File: src/rtl/bin2bcd_pkg.sv
// Shared types and sizing helpers for the sequential binary-to-BCD converter.
package bin2bcd_pkg;

  typedef enum logic [1:0] {IDLE, SHIFT, DONE} state_t;

  function automatic int bcd_width(input int digits);
    return 4 * digits;
  endfunction

  // All-9 pattern for up to 10 digits; callers truncate to their BCD width.
  function automatic logic [39:0] nines(input int digits);
    logic [39:0] r;
    r = '0;
    for (int i = 0; i < 10; i++)
      if (i < digits) r[4*i +: 4] = 4'h9;
    return r;
  endfunction

  function automatic int cnt_width(input int w);
    return $clog2(w + 1);
  endfunction

endpackage

File: src/rtl/bin2bcd_dabble_step.sv
// One double-dabble iteration: add 3 to every digit >= 5, then shift left by one
// pulling in the next binary bit. The bit leaving the top digit is reported.
module bcd_dabble_step
  import bin2bcd_pkg::*;
#(
  parameter int DIGITS = 3
) (
  input  logic [4*DIGITS-1:0] bcd,
  input  logic                msb,
  output logic [4*DIGITS-1:0] bcd_next,
  output logic                carry
);

  logic [4*DIGITS-1:0] adj;

  // Per-digit add-3 correction (4-bit, no carry between digits), then shift.
  always_comb begin
    adj = bcd;
    for (int i = 0; i < DIGITS; i++)
      if (bcd[4*i +: 4] >= 4'd5) adj[4*i +: 4] = bcd[4*i +: 4] + 4'd3;
    bcd_next = {adj[4*DIGITS-2:0], msb};
    carry    = adj[4*DIGITS-1];
  end

endmodule

File: src/rtl/bin2bcd_seq.sv
// Multi-cycle binary-to-BCD converter, one double-dabble iteration per clock,
// with optional two's-complement input, sign flag and overflow saturation.
module bin2bcd_seq
  import bin2bcd_pkg::*;
#(
  parameter int W      = 8,
  parameter int DIGITS = 3,
  parameter int SIGNED = 0
) (
  input  logic                clk,
  input  logic                reset,
  input  logic                in_valid,
  output logic                in_ready,
  input  logic [W-1:0]        in_data,
  output logic                out_valid,
  input  logic                out_ready,
  output logic [4*DIGITS-1:0] out_bcd,
  output logic                out_neg,
  output logic                out_ovf
);

  localparam int BW = bcd_width(DIGITS);
  localparam int CW = cnt_width(W);
  localparam logic [BW-1:0] NINES = BW'(nines(DIGITS));

  state_t         state, nxt;
  logic [CW-1:0]  cnt;
  logic [BW-1:0]  bcd;
  logic [W-1:0]   mag;
  logic           neg, ovf;
  logic [BW-1:0]  step_bcd;
  logic           step_carry;
  logic           ovf_next;
  logic           in_neg;
  logic           last;

  assign in_neg   = (SIGNED != 0) && in_data[W-1];
  assign ovf_next = ovf | step_carry;
  assign last     = (cnt == CW'(1));

  bcd_dabble_step #(.DIGITS(DIGITS)) u_step (
    .bcd      (bcd),
    .msb      (mag[W-1]),
    .bcd_next (step_bcd),
    .carry    (step_carry)
  );

  // State register.
  always_ff @(posedge clk) begin
    if (reset) state <= IDLE;
    else       state <= nxt;
  end

  // Next-state and handshake outputs.
  always_comb begin
    nxt       = state;
    in_ready  = 1'b0;
    out_valid = 1'b0;
    case (state)
      IDLE: begin
        in_ready = 1'b1;
        if (in_valid) nxt = SHIFT;
      end
      SHIFT: if (last) nxt = DONE;
      DONE: begin
        out_valid = 1'b1;
        if (out_ready) nxt = IDLE;
      end
      default: nxt = IDLE;
    endcase
  end

  // Scratch register, counter, flags; result registers load on the final iteration
  // and otherwise hold so the display keeps the last value.
  always_ff @(posedge clk) begin
    if (reset) begin
      cnt     <= '0;
      bcd     <= '0;
      mag     <= '0;
      neg     <= 1'b0;
      ovf     <= 1'b0;
      out_bcd <= '0;
      out_neg <= 1'b0;
      out_ovf <= 1'b0;
    end else begin
      case (state)
        IDLE: if (in_valid) begin
          // Magnitude is W-bit unsigned, so the most negative value maps exactly.
          mag <= in_neg ? (~in_data + W'(1)) : in_data;
          neg <= in_neg;
          bcd <= '0;
          ovf <= 1'b0;
          cnt <= CW'(W);
        end
        SHIFT: begin
          bcd <= step_bcd;
          mag <= {mag[W-2:0], 1'b0};
          ovf <= ovf_next;
          cnt <= cnt - CW'(1);
          if (last) begin
            out_bcd <= ovf_next ? NINES : step_bcd;
            out_neg <= neg;
            out_ovf <= ovf_next;
          end
        end
        default: ;
      endcase
    end
  end

endmodule

File: config.mk
export PLATFORM = sky130hd
export DESIGN_NAME = bin2bcd_seq
export DESIGN_NICKNAME = d
export VERILOG_FILES = /design/src/rtl/bin2bcd_pkg.sv /design/src/rtl/bin2bcd_dabble_step.sv /design/src/rtl/bin2bcd_seq.sv
export SDC_FILE = /design/constraint.sdc
export NUM_CORES = 1
export LEC_CHECK = 0
export BUFFER_PORTS_ARGS = -buffer_cell sky130_fd_sc_hd__buf_2
export CORE_ASPECT_RATIO = 0.6
export CORE_MARGIN = 2
export CORE_UTILIZATION = 64
export CTS_BUF_LIST = sky130_fd_sc_hd__clkbuf_8
export DETAILED_ROUTE_END_ITERATION = 10
export GPL_ROUTABILITY_DRIVEN = 1
export PLACE_DENSITY = 0.95
export REMOVE_ABC_BUFFERS = 1
export SYNTH_ARGS = -nofsm -noshare
export SYNTH_HDL_FRONTEND = slang
export SYNTH_SLANG_ARGS = --single-unit
File: constraint.sdc
create_clock -name clk -period 2.79 [get_ports clk]
set_input_delay 0.1395 -clock clk [delete_from_list [all_inputs] [get_ports clk]]
set_output_delay 0.1395 -clock clk [all_outputs]
set_load 0.02 [all_outputs]
==> results.cfg <==
[clocking]
path_clk_slew_ns = 0.08
clkSinkCount = 40
htree_num_levels = 2
cts_setup_buffers = 0
root_buffer = clkbuf_8
post_cts_resized = 0
cts_tree = built
numCtsBuffers = 5
clkLatencyLatePin_ns = 0.30
ctsLongestPathBuffers = 2
hold_buffers = 0

[die]
core-area_um2 = 3243
rows = 16
dieWidth_um = 78.97
start_util_pct = 66.55
ios = 28
die-area_um2 = 3868
die-height_um = 48.98

[logic_synthesis]
synth-xor-area-share_pct = 0
yosys.area_share.simple_pct = 20.64
yosysMostFrequentCell = dfxtp_1
synth_top_family_by_area = compound AO/OA/AOI/OAI gates
synthesis.area_um2 = 2158
synth_edf_count = 0
synthTopCellsByCount = dfxtp_1 (40), nor2_1 (33), a21oi_1 (26)
ys_types = 44
synth_mux_area_share_pct = 0.5217
async_flop_share_pct = 0
synthAdderAreaFrac_pct = 4.638
synth.avg_cell_area_um2 = 8.599
synth_seq_area_share_pct = 37.10
ys_seq_elements = 40
synth_cells = 251
yosysWarnings = 0
synth-compound-area-share_pct = 28.00
synth_top_cell_by_area = dfxtp_1
synth.top_cell.area_share_pct = 37.10
ys.flop_type = dfxtp_1
yosys-top-cells-area = dfxtp_1 (37%), a21oi_1 (6.0%), nor2_1 (5.7%)

[route]
drc = 0
viasPerCell = 5.868
wirelength_mm = 4.746
first_pass_iters = 5
vias = 1825
wl_per_cell_um = 15.26
drtIter0Drc = 155
drtAntennaViolNets = 0

[worst_setup_path]
critPathKind = reg2reg
rr_worst_depth = 6
rrSetupSlack_ns = 0.83
worstPathArrival_ns = 2.11
start_kind = flop
reg2reg_to = out_bcd[7]$_SDFFE_PP0P_
startpoint = bcd[9]$_SDFFE_PP0P_
r2r-start = bcd[9]$_SDFFE_PP0P_
worstPathRequired_ns = 2.94
end_kind = flop
cp-endpoint = out_bcd[7]$_SDFFE_PP0P_
path_max_fanout = 13

[pwr]
cellLeakagePower_nw = 0.9684
power_switching_w = 0.0003298
switching_share_pct = 25.83
powerDensity_nw_per_um2 = 543.5
max-vdd-ir-drop_mv = 0.3771
pwr-share-clk_pct = 39.6
p_int_w = 0.0009467
combPwrFrac_pct = 11.6
seqPwrFrac_pct = 48.8

[final_layout]
n_antenna_cell = 0
final_cells = 311
postLayoutCoreUtil_pct = 72.42
final_net_count = 285
area_growth_pct = 8.811
drive_above_1_share_pct = 20.68

[placement]
hpwl_mm = 3.219
pre_cts_ws_ns = 0.8754
io_buffers = 26
dp_cells = 303
gp_congestion = 0.8891

[job]
drv_cap = 0

[sta]
min_period_ns = 1.956
setup_ws_ns = 0.8340
worst_pin_slew_ns = 0.7732
finalHoldViolCount = 0
rsz0062_at_grt = no
report.final.slew_viol_count = 0
relSlewSlack_pct = 48.42
hold_ws_ns = 0.1084
setup_violations = 0
skew_ns = 0.009294
finalSetupTns_ns = 0
fmax_ghz = 0.5112
period_share_pct = 70.11

[worst_hold_path]
hold_path_class = in2reg

[global_route]
grt_pass1_wl_mm = 7.679
grt_start_max_net_pins = 23
track_usage_pct = 25.69
antenna_found_initial = 0
grt_pass1_vias = 1580
gr-total-overflow = 0

[run_status]
status = completed
==> registers in the layout, summed over array words and instances, names as in the netlist <==
signal	count
bcd	12
out_ovf	1
state	2
out_bcd	12
mag	8
cnt	4
ovf	1
==> power by group through the flow <==
stage | combinational, W | clock, W | sequential (W)
floorplan | 0.0000930 | 0 | 0.000633
global placement | 0.000140 | 0 | 0.000633
detailed placement | 0.000143 | 0 | 0.000635
CTS | 0.000146 | 0.000507 | 0.000622
global route | 0.000162 | 0.000536 | 0.000626
finish | 0.000148 | 0.000506 | 0.000623
==> final cells by class <==
cell class | instances | area, um2
well taps | 45 | 56.30
clock inverters | 2 | 38.79
inverters | 18 | 67.56
fillers | 274 | 894.6
clock buffers | 6 | 82.58
repair buffers | 27 | 137.6
flip-flops and latches | 40 | 800.8
multi-input cells | 173 | 1165
==> worst max-delay path: stages, from the launching register on <==
cell,delay (ns)
dfxtp_1,0.39
inv_1,0.08
ha_1,0.17
nand2b_1,0.20
nor3b_2,0.21
nor3_4,0.55
a311oi_2,0.20
==> metrics by stage <==
| stage | total power [W] | cell area (um2) |
|---|---|---|
| finish | 0.001276 | 2349 |
| global placement | 0.0007731 | 2227 |
| global route | 0.001324 | 2349 |
| floorplan | 0.0007264 | 2033 |
| detailed placement | 0.0007788 | 2227 |
| CTS | 0.001276 | 2349 |
==> placed cells by master, fill, tap and decap left out, types with 4 or more instances in the layout <==
master,n
dfxtp_1,40
nor2_1,33
a21oi_1,26
buf_2,26
inv_1,18
nor3b_1,11
o21ai_0,9
ha_1,8
nand2b_1,7
nand2_1,7
and2_1,6
a211o_1,6
clkbuf_8,6
nor2b_1,4
==> kinds of logic after synthesis <==
kind of cell,count (synthesis)
adders and majority gates,8
DFF,40
other,1
and+or+nand+nor,80
buffers and inverters,38
muxes,1
AOI/OAI and AO/OA,83
==> how the worst min path moves through the flow <==
stage                                   start                 endpoint  cells past startpoint
after floorplan                         reset  out_bcd[4]$_SDFFE_PP0P_                      1
after global placement    mag[6]$_SDFFE_PP0P_      mag[6]$_SDFFE_PP0P_                      2
after detailed placement            out_ready    state[1]$_SDFFE_PP0P_                      3
after CTS                           out_ready    state[1]$_SDFFE_PP0P_                      3
after global routing                out_ready    state[1]$_SDFFE_PP0P_                      3
final                               out_ready    state[1]$_SDFFE_PP0P_                      3
==> per-layer routing <==
| metal | track usage, % | wire length [um] | part of all wire, % |
|---|---|---|---|
| met1 | 37.62 | 2247 | 47 |
| met2 | 38.42 | 2093 | 44 |
| met4 | 6.034 | 45 | 0.95 |
| met3 | 6.111 | 360 | 7.6 |
| met5 | 0 | 0 | 0 |
No activity file was read; power rests on OpenSTA's default activity.
